===== src/rtl/ts_reg_bank_if.sv =====
// CPU access bus for ts_reg_bank: strobes, address, write data, bank base and registered read return.
interface ts_reg_bank_if #(
    parameter int ADDR_WIDTH = 16,
    parameter int DATA_WIDTH = 32
);
    logic [DATA_WIDTH-1:0] cpu_data_in;
    logic [ADDR_WIDTH-1:0] cpu_addr;
    logic                  cpu_wr;
    logic                  cpu_rd;
    logic [ADDR_WIDTH-1:0] its_addr;
    logic [DATA_WIDTH-1:0] cpu_data_out;
    logic                  cpu_rd_vld;

    modport master (
        output cpu_data_in, cpu_addr, cpu_wr, cpu_rd, its_addr,
        input  cpu_data_out, cpu_rd_vld
    );

    modport slave (
        input  cpu_data_in, cpu_addr, cpu_wr, cpu_rd, its_addr,
        output cpu_data_out, cpu_rd_vld
    );
endinterface


===== src/rtl/ts_reg_bank.sv =====
// ts_reg_bank: CPU scratch registers at a runtime base address, one-cycle registered reads.
// Define TS_REG_BANK_WR_CNT_EN to add a saturating write-hit counter at offset DEPTH.
module ts_reg_bank #(
    parameter int ADDR_WIDTH = 16,
    parameter int DATA_WIDTH = 32,
    parameter int DEPTH      = 4,
    parameter int INV_MODE   = 1
) (
    input  logic         clks,
    input  logic         reset_n,
    ts_reg_bank_if.slave bus
);
    localparam int                    IDX_W   = (DEPTH > 1) ? $clog2(DEPTH) : 1;
    localparam logic [ADDR_WIDTH-1:0] L_DEPTH = ADDR_WIDTH'(DEPTH);

    if (DATA_WIDTH < 8 || DATA_WIDTH > 64 || DEPTH < 1 || DEPTH > 256 ||
        (64'(DEPTH) + 64'd1) > (64'd1 << ADDR_WIDTH)) begin : g_param_check
        $error("ts_reg_bank: DATA_WIDTH, DEPTH or ADDR_WIDTH out of range");
    end

    logic [DATA_WIDTH-1:0] r_entry [DEPTH];
    logic [DATA_WIDTH-1:0] r_rd_data_p1;
    logic                  r_rd_vld_p1;
    logic [ADDR_WIDTH-1:0] w_off;
    logic [IDX_W-1:0]      w_idx;
    logic                  w_entry_hit;
    logic                  w_rd_hit;
    logic [DATA_WIDTH-1:0] w_wr_data;
    logic [DATA_WIDTH-1:0] w_rd_val;

    // Modular subtraction makes a bank near the top of the map wrap through zero.
    assign w_off       = bus.cpu_addr - bus.its_addr;
    assign w_idx       = w_off[IDX_W-1:0];
    assign w_entry_hit = (w_off < L_DEPTH);
    assign w_wr_data   = (INV_MODE != 0) ? ~bus.cpu_data_in : bus.cpu_data_in;

`ifdef TS_REG_BANK_WR_CNT_EN
    logic [DATA_WIDTH-1:0] r_cnt;
    logic                  w_cnt_hit;

    function automatic logic [DATA_WIDTH-1:0] f_sat_inc(input logic [DATA_WIDTH-1:0] v);
        return (&v) ? v : v + DATA_WIDTH'(1);
    endfunction

    assign w_cnt_hit = (w_off == L_DEPTH);

    always_ff @(posedge clks or negedge reset_n) begin
        if (!reset_n) begin
            r_cnt <= '0;
        end else if (bus.cpu_wr && w_cnt_hit) begin
            r_cnt <= '0;
        end else if (bus.cpu_wr && w_entry_hit) begin
            r_cnt <= f_sat_inc(r_cnt);
        end
    end
`endif

    always_ff @(posedge clks or negedge reset_n) begin
        if (!reset_n) begin
            for (int i = 0; i < DEPTH; i++) begin
                r_entry[i] <= '0;
            end
        end else if (bus.cpu_wr && w_entry_hit) begin
            r_entry[w_idx] <= w_wr_data;
        end
    end

    // Read mux sees pre-write state, so a same-cycle write/read returns the old value.
    always_comb begin
        w_rd_hit = 1'b0;
        w_rd_val = '0;
        if (w_entry_hit) begin
            w_rd_hit = 1'b1;
            w_rd_val = r_entry[w_idx];
        end
`ifdef TS_REG_BANK_WR_CNT_EN
        else if (w_cnt_hit) begin
            w_rd_hit = 1'b1;
            w_rd_val = r_cnt;
        end
`endif
    end

    // p0 -> p1: registered read response, data forced to zero whenever not valid
    always_ff @(posedge clks or negedge reset_n) begin
        if (!reset_n) begin
            r_rd_vld_p1  <= 1'b0;
            r_rd_data_p1 <= '0;
        end else begin
            r_rd_vld_p1  <= bus.cpu_rd && w_rd_hit;
            r_rd_data_p1 <= (bus.cpu_rd && w_rd_hit) ? w_rd_val : '0;
        end
    end

    assign bus.cpu_data_out = r_rd_data_p1;
    assign bus.cpu_rd_vld   = r_rd_vld_p1;
endmodule


===== src/flat_wrapper.sv =====
// flat-port wrapper written by rule: the top's interface ports become plain ports
module ts_reg_bank_flat 
#(
    parameter int ADDR_WIDTH = 16,
    parameter int DATA_WIDTH = 32,
    parameter int DEPTH      = 4,
    parameter int INV_MODE   = 1
)
  (clks, reset_n, bus_cpu_data_in, bus_cpu_addr, bus_cpu_wr, bus_cpu_rd, bus_its_addr, bus_cpu_data_out, bus_cpu_rd_vld);
  ts_reg_bank_if #(.ADDR_WIDTH(ADDR_WIDTH), .DATA_WIDTH(DATA_WIDTH)) bus_i ();
  input  logic clks;
  input  logic reset_n;
  input wire logic [$bits(bus_i.cpu_data_in)-1:0] bus_cpu_data_in;
  input wire logic [$bits(bus_i.cpu_addr)-1:0] bus_cpu_addr;
  input wire logic [$bits(bus_i.cpu_wr)-1:0] bus_cpu_wr;
  input wire logic [$bits(bus_i.cpu_rd)-1:0] bus_cpu_rd;
  input wire logic [$bits(bus_i.its_addr)-1:0] bus_its_addr;
  output wire logic [$bits(bus_i.cpu_data_out)-1:0] bus_cpu_data_out;
  output wire logic [$bits(bus_i.cpu_rd_vld)-1:0] bus_cpu_rd_vld;
  assign bus_i.cpu_data_in = bus_cpu_data_in;
  assign bus_i.cpu_addr = bus_cpu_addr;
  assign bus_i.cpu_wr = bus_cpu_wr;
  assign bus_i.cpu_rd = bus_cpu_rd;
  assign bus_i.its_addr = bus_its_addr;
  assign bus_cpu_data_out = bus_i.cpu_data_out;
  assign bus_cpu_rd_vld = bus_i.cpu_rd_vld;
  ts_reg_bank #(.ADDR_WIDTH(ADDR_WIDTH), .DATA_WIDTH(DATA_WIDTH), .DEPTH(DEPTH), .INV_MODE(INV_MODE)) u_core (.clks(clks), .reset_n(reset_n), .bus(bus_i));
endmodule

===== config.mk =====
export PLATFORM = sky130hd
export DESIGN_NAME = ts_reg_bank_flat
export DESIGN_NICKNAME = d
export VERILOG_FILES = /design/src/rtl/ts_reg_bank_if.sv /design/src/rtl/ts_reg_bank.sv /design/src/flat_wrapper.sv
export SDC_FILE = /design/constraint.sdc
export NUM_CORES = 1
export LEC_CHECK = 0
export BUFFER_PORTS_ARGS = -buffer_cell sky130_fd_sc_hd__buf_4
export CAP_MARGIN = 20
export CORE_UTILIZATION = 50
export DETAILED_ROUTE_END_ITERATION = 12
export GPL_TIMING_DRIVEN = 0
export PLACE_DENSITY = 0.72
export SYNTH_ARGS = -nofsm -noshare
export SYNTH_HDL_FRONTEND = slang
export SYNTH_SLANG_ARGS = --single-unit

===== constraint.sdc =====
create_clock -name clks -period 1.2 [get_ports clks]
set_clock_uncertainty 0.1 [all_clocks]
set_input_delay 0.12 -clock clks [delete_from_list [all_inputs] [get_ports clks]]
set_output_delay 0.12 -clock clks [all_outputs]
set_load 0.05 [all_outputs]

======== Yosys cells after proc, flatten, opt, wreduce, memory -nomap -nowiden ========
Index checks and enable logic that the tools add are counted.
cells by class
  bitwise logic cells ..................... 2
  order comparisons ....................... 3
  mux-type cells .......................... 9
  reductions and logical operators ........ 3
  $add $sub $neg .......................... 1
operator list
  operator             number
  $mux 32              5
  $bwmux 128           1
  $bmux 32 s2          1
  $demux 32 s2         1
  $not 32->32          1
  $lt 16x3->1 const B  1
  $sub 16x16->16       1
  $ge 3x3->1 const B   1
  $logic_and 1x1->1    3
  $lt 3x1->1 const B   1
  $not 2->3            1
  $mux 1               1
word-level totals
  output and inout port bits .............. 33
  bits of input ports ..................... 68
  logic and storage cells ................. 24
  flip-flop bits (word level) ............. 161

======== Logic depth before layout (Yosys ltp) ========
  depth after elaboration ................. 7
  depth in mapped cells ................... 11
  gate-level depth less buffers ........... 10

======== Worst setup path before layout ========
OpenSTA, ideal clock, no wires.
  path type ............................... input -> register
  start ................................... in bus_cpu_addr[0]
  end ..................................... reg u_core.r_entry[100] (netlist name)
  buffers on the path ..................... 1
  data required time ...................... 0.976 ns
  slack ................................... -1.573 ns
  library setup time ...................... 0.124 ns
  arrival ................................. 2.549 ns
  cell stages on the path ................. 11
  path through ............................ inv_1 ha_1 fa_1 nand2b_1 a21o_2 a31oi_1 o21ai_0 a211oi_4 nand4_4 buf_6 mux2i_1
on the way
  word-level cells in the longest chain between the ends .. 7
  elaborated cells between the ends (all ways) .. 10
  those cells by class .................... add/sub: 1; order compare: 3; mux: 3; bitwise: 1; reduce/logical: 2
RTL lines
  what                                                                   RTL line            source
  from (decl)                                                            flat_wrapper.sv:14  input wire logic [$bits(bus_i.cpu_addr)-1:0] bus_cpu_addr;
  $sub 16x16->16 (*)                                                     ts_reg_bank.sv:32   assign w_off = bus.cpu_addr - bus.its_addr;
  $not 2->3 (not written as such)                                        ts_reg_bank.sv:64   r_entry[w_idx] <= w_wr_data;
  $ge 3x3->1 (not written as such) / $lt 3x1->1 (equally long branches)  ts_reg_bank.sv:64
  $logic_and 1x1->1 (not written as such)                                ts_reg_bank.sv:64
  $mux 32 (not written as such)                                          ts_reg_bank.sv:64
  $demux 32 s2                                                           ts_reg_bank.sv:64
  $bwmux 128                                                             ts_reg_bank.sv:64
  to (signal, indexed assignment)                                        ts_reg_bank.sv:64
  to (decl)                                                              ts_reg_bank.sv:21   logic [DATA_WIDTH-1:0] r_entry [DEPTH];
Every way passes the cells marked *; elsewhere a longest branch is shown, timed or not.
A chain may end at the register's enable or synchronous reset.

======== Worst setup path in the final report ========
  start ................................... in bus_its_addr[3]
  end ..................................... reg u_core.r_entry[57] (netlist name)
on the way
  word-level cells in the longest chain between the ends .. 3
RTL lines
  what               RTL line            source
  from (decl)        flat_wrapper.sv:17  input wire logic [$bits(bus_i.its_addr)-1:0] bus_its_addr;
  $sub 16x16->16     ts_reg_bank.sv:32
  $lt 16x3->1        ts_reg_bank.sv:34   assign w_entry_hit = (w_off < L_DEPTH);
  $logic_and 1x1->1  ts_reg_bank.sv:63   end else if (bus.cpu_wr && w_entry_hit) begin
Every way passes these cells.

==> metrics.txt <==
Mapped Area 0.008308 mm2; data required time of the worst path 1.44 ns; count leader, synth dfrtp_1; WP buf/inv 6; Clk Latency, worst-skew pair 0.43 ns; final net count 997; H-tree Lvls 4; max cap viols 0; CP Cell Sequence buf_6, inv_4, ha_4, o211ai_1, a21o_4, a31oi_4, or3_4, a211oi_4, buf_12, buf_6, nand4_4, buf_12, buf_12, mux2i_2; PD cells 1069 mW/mm2; met2 wire len 11.22 mm; Fin. Hold Viols 65; RSZ-0062 raised after global routing yes; critical path's top delay family compound AO/OA/AOI/OAI gates; Rows 46; grt ovf 0; Synth Instances 697; Util after Layout 76.48%; largest net degree at the start of global routing 97; Synth area leader dfrtp_1; Yosys warnings 0; Seq/Total Area, Yosys 48.49%; kind of critical path in -> reg; gpl congestion 0.8409; met1 WL 9.163 mm; All-Layer GR Usage 26.14%; setup ws final -1.209 ns; syn_area_per_cell 11.92 um2; syn nets 781; Slowest cell on crit path or3_4; CTS clk-pin slew, worst paths 0.07 ns; VDD IR max 0.9706 mV; worst-margin pin slew 0.6258 ns; CP most frequent cell buf_12; antenna violations before repair 0; Max Buffers Root-to-Sink 2; TritonCTS clock tree built; n_diodes 0; first-pass GRT wire length 33.38 mm; Port Buffer Count 100; top cell type's share of synthesized area 48.49%; Fmax 0.4151 GHz; Ports 101; CTS Hold Bufs 32; Post-Place Setup Slack -2.438 ns; DIE WIDTH 130.9 um; synth top area cells dfrtp_1 48%, mux2i_1 16%, mux4_2 8.7%, inv_1 6.8%, nor3b_1 3.0%; Die Ht 130.9 um; Post-synth top cells 161 x dfrtp_1, 150 x inv_1, 129 x mux2i_1; Root Buffer Master clkbuf_16; Seq cells post-synth 161; Iter 0 DRT Violations 287; Area growth syn-to-layout 47.83%; adder-cell share of the synthesized area 2.500%; CP endpoint kind flip-flop; core box area 0.01606 mm2; critical path data arrival time 2.65 ns; Worst Path Max Fanout 8; WL/cell 18.83 um; type of origin of the critical path input pin; XOR/XNOR Fraction of Synth Area 0.4217%; Setup violations, final 163; hold crit path type in -> async; Compound-Gate Fraction of Synth Area 6.295%; WHS -0.4030 ns; Leakage 6.710 nW; max layer used met4; failing checks hold timing, setup timing; Post-synth EDFFs 0; Slew HR 58.28%; status complete, but fails checks; CP max stage delay 0.44 ns; post-synthesis mux area share 24.35%; layout cells sized above 1 40.93%; Antenna Violating Nets Remaining 0; simple-gate portion of the synthesized area 8.148%; drt drc 0; Max Slew Vio Count 0; First-pass DRT Iterations 5; Sink Count 161; Post-DP HPWL 11.85 mm; CTS Buf Count 17; met3 routed WL 735 um; drt total wl 21.50 mm; Final period util 200.8%; die area 0.01713 mm2; count of unique library cells instantiated by Yosys 59; vias 6160; routed vias/inst 5.394; Top FF cell, synth dfrtp_1; vias in the first global route 6491; largest family of logic cells by synthesized area multiplexers; FFs w/ async S/R, synth 100.0%; Min Clock Period, post-route 2.409 ns; Initial Utilization 51.74%
## path summary, 6_finish.rpt
kind,start,slack [ns],end,cells after the start
setup / recovery,bus_its_addr[3],-1.21,u_core.r_entry[57]$_DFFE_PN0P_,14
hold / removal,reset_n,-0.40,u_core.bus.cpu_data_out[5]$_DFF_PN0_,1
setup reg to reg,u_core.r_entry[27]$_DFFE_PN0P_,-0.08,u_core.bus.cpu_data_out[27]$_DFF_PN0_,2
hold reg to reg,u_core.r_entry[77]$_DFFE_PN0P_,0.42,u_core.r_entry[77]$_DFFE_PN0P_,2
max in group asynchronous,reset_n,0.55,u_core.r_entry[77]$_DFFE_PN0P_,2
min in group clks,bus_cpu_rd,0.12,u_core.bus.cpu_data_out[1]$_DFF_PN0_,5
## state kept, by name, indices dropped and copies added, names as in the netlist
signal and cells:
u_core.bus.cpu_rd_vld 1, u_core.r_entry 128, u_core.bus.cpu_data_out 32
## kinds of logic after synthesis
logic type                 Yosys count
AOI/OAI and AO/OA                   69
and+or+nand+nor                     96
DFF                                161
muxes                              162
buffers and inverters              189
xor gates and xnor gates             4
adders and majority gates           16
## cells in the final DEF, fill, tap and decap left out, types with 5 or more instances in the layout
cell type      count
mux2i_2            8
inv_1            145
nand2_1           10
nor3_1             5
dlygate4sd3_1     32
buf_16             8
nor3b_2           27
clkbuf_16         22
a21o_1             6
nand3_1            7
nor3b_4            6
mux2i_1          120
nor2_1             5
buf_6             66
dfrtp_1          161
buf_12            23
buf_4             87
clkbuf_2           7
a21oi_1            5
a21oi_2            6
mux4_2            32
ha_4              11
## final cells by class
type	instances	area, um2
buffer	29	387.9
clock buffer	20	456.7
tap	216	270.3
timing repair buffer	207	2258
multi-input combinational	347	4168
fill	975	3776
clock inverter	12	131.4
inverter	150	580.6
sequential	161	4029
## layer usage
metal | global-route usage [%] | vias to the layer above
li1 | - | 2809
met1 | 32.42 | 3168
met2 | 46.25 | 146
met3 | 5.334 | 37
met4 | 7.437 | 0
met5 | 0 | -
## power by group
group	internal (mW)	total (mW)	switching, mW
Combinational	1.10	2.29	1.19
Clock	3.18	5.40	2.22
Sequential	5.43	5.44	0.00328
Total	9.71	13.1	3.41
## what timing repair did
| action | 4_1_cts | 5_1_grt |
|---|---|---|
| setup buffers | 44 | 20 |
| hold endpoints to repair | 193 | 65 |
| endpoints found under the setup margin | 185 | 187 |
| gates cloned | 11 | 5 |
| pin swaps | 36 | 47 |
| gates resized for setup | 165 | 62 |
## through the flow
step | power [mW] | instance area (um2) | std cells | hold WS, ns | setup TNS (ns)
floorplan | 6.473 | 8547 | 697 | -0.2756 | -242.15
global placement | 6.999 | 9568 | 1013 | 0.2205 | -461.78
detailed placement | 7.044 | 9599 | 1014 | 0.06648 | -330.22
CTS | 13.00 | 11870 | 1127 | -0.3843 | -168.25
global route | 13.57 | 12280 | 1142 | -0.3526 | -196.21
finish | 13.13 | 12280 | 1142 | -0.4030 | -180.61
(Power assumes the default switching activity.)
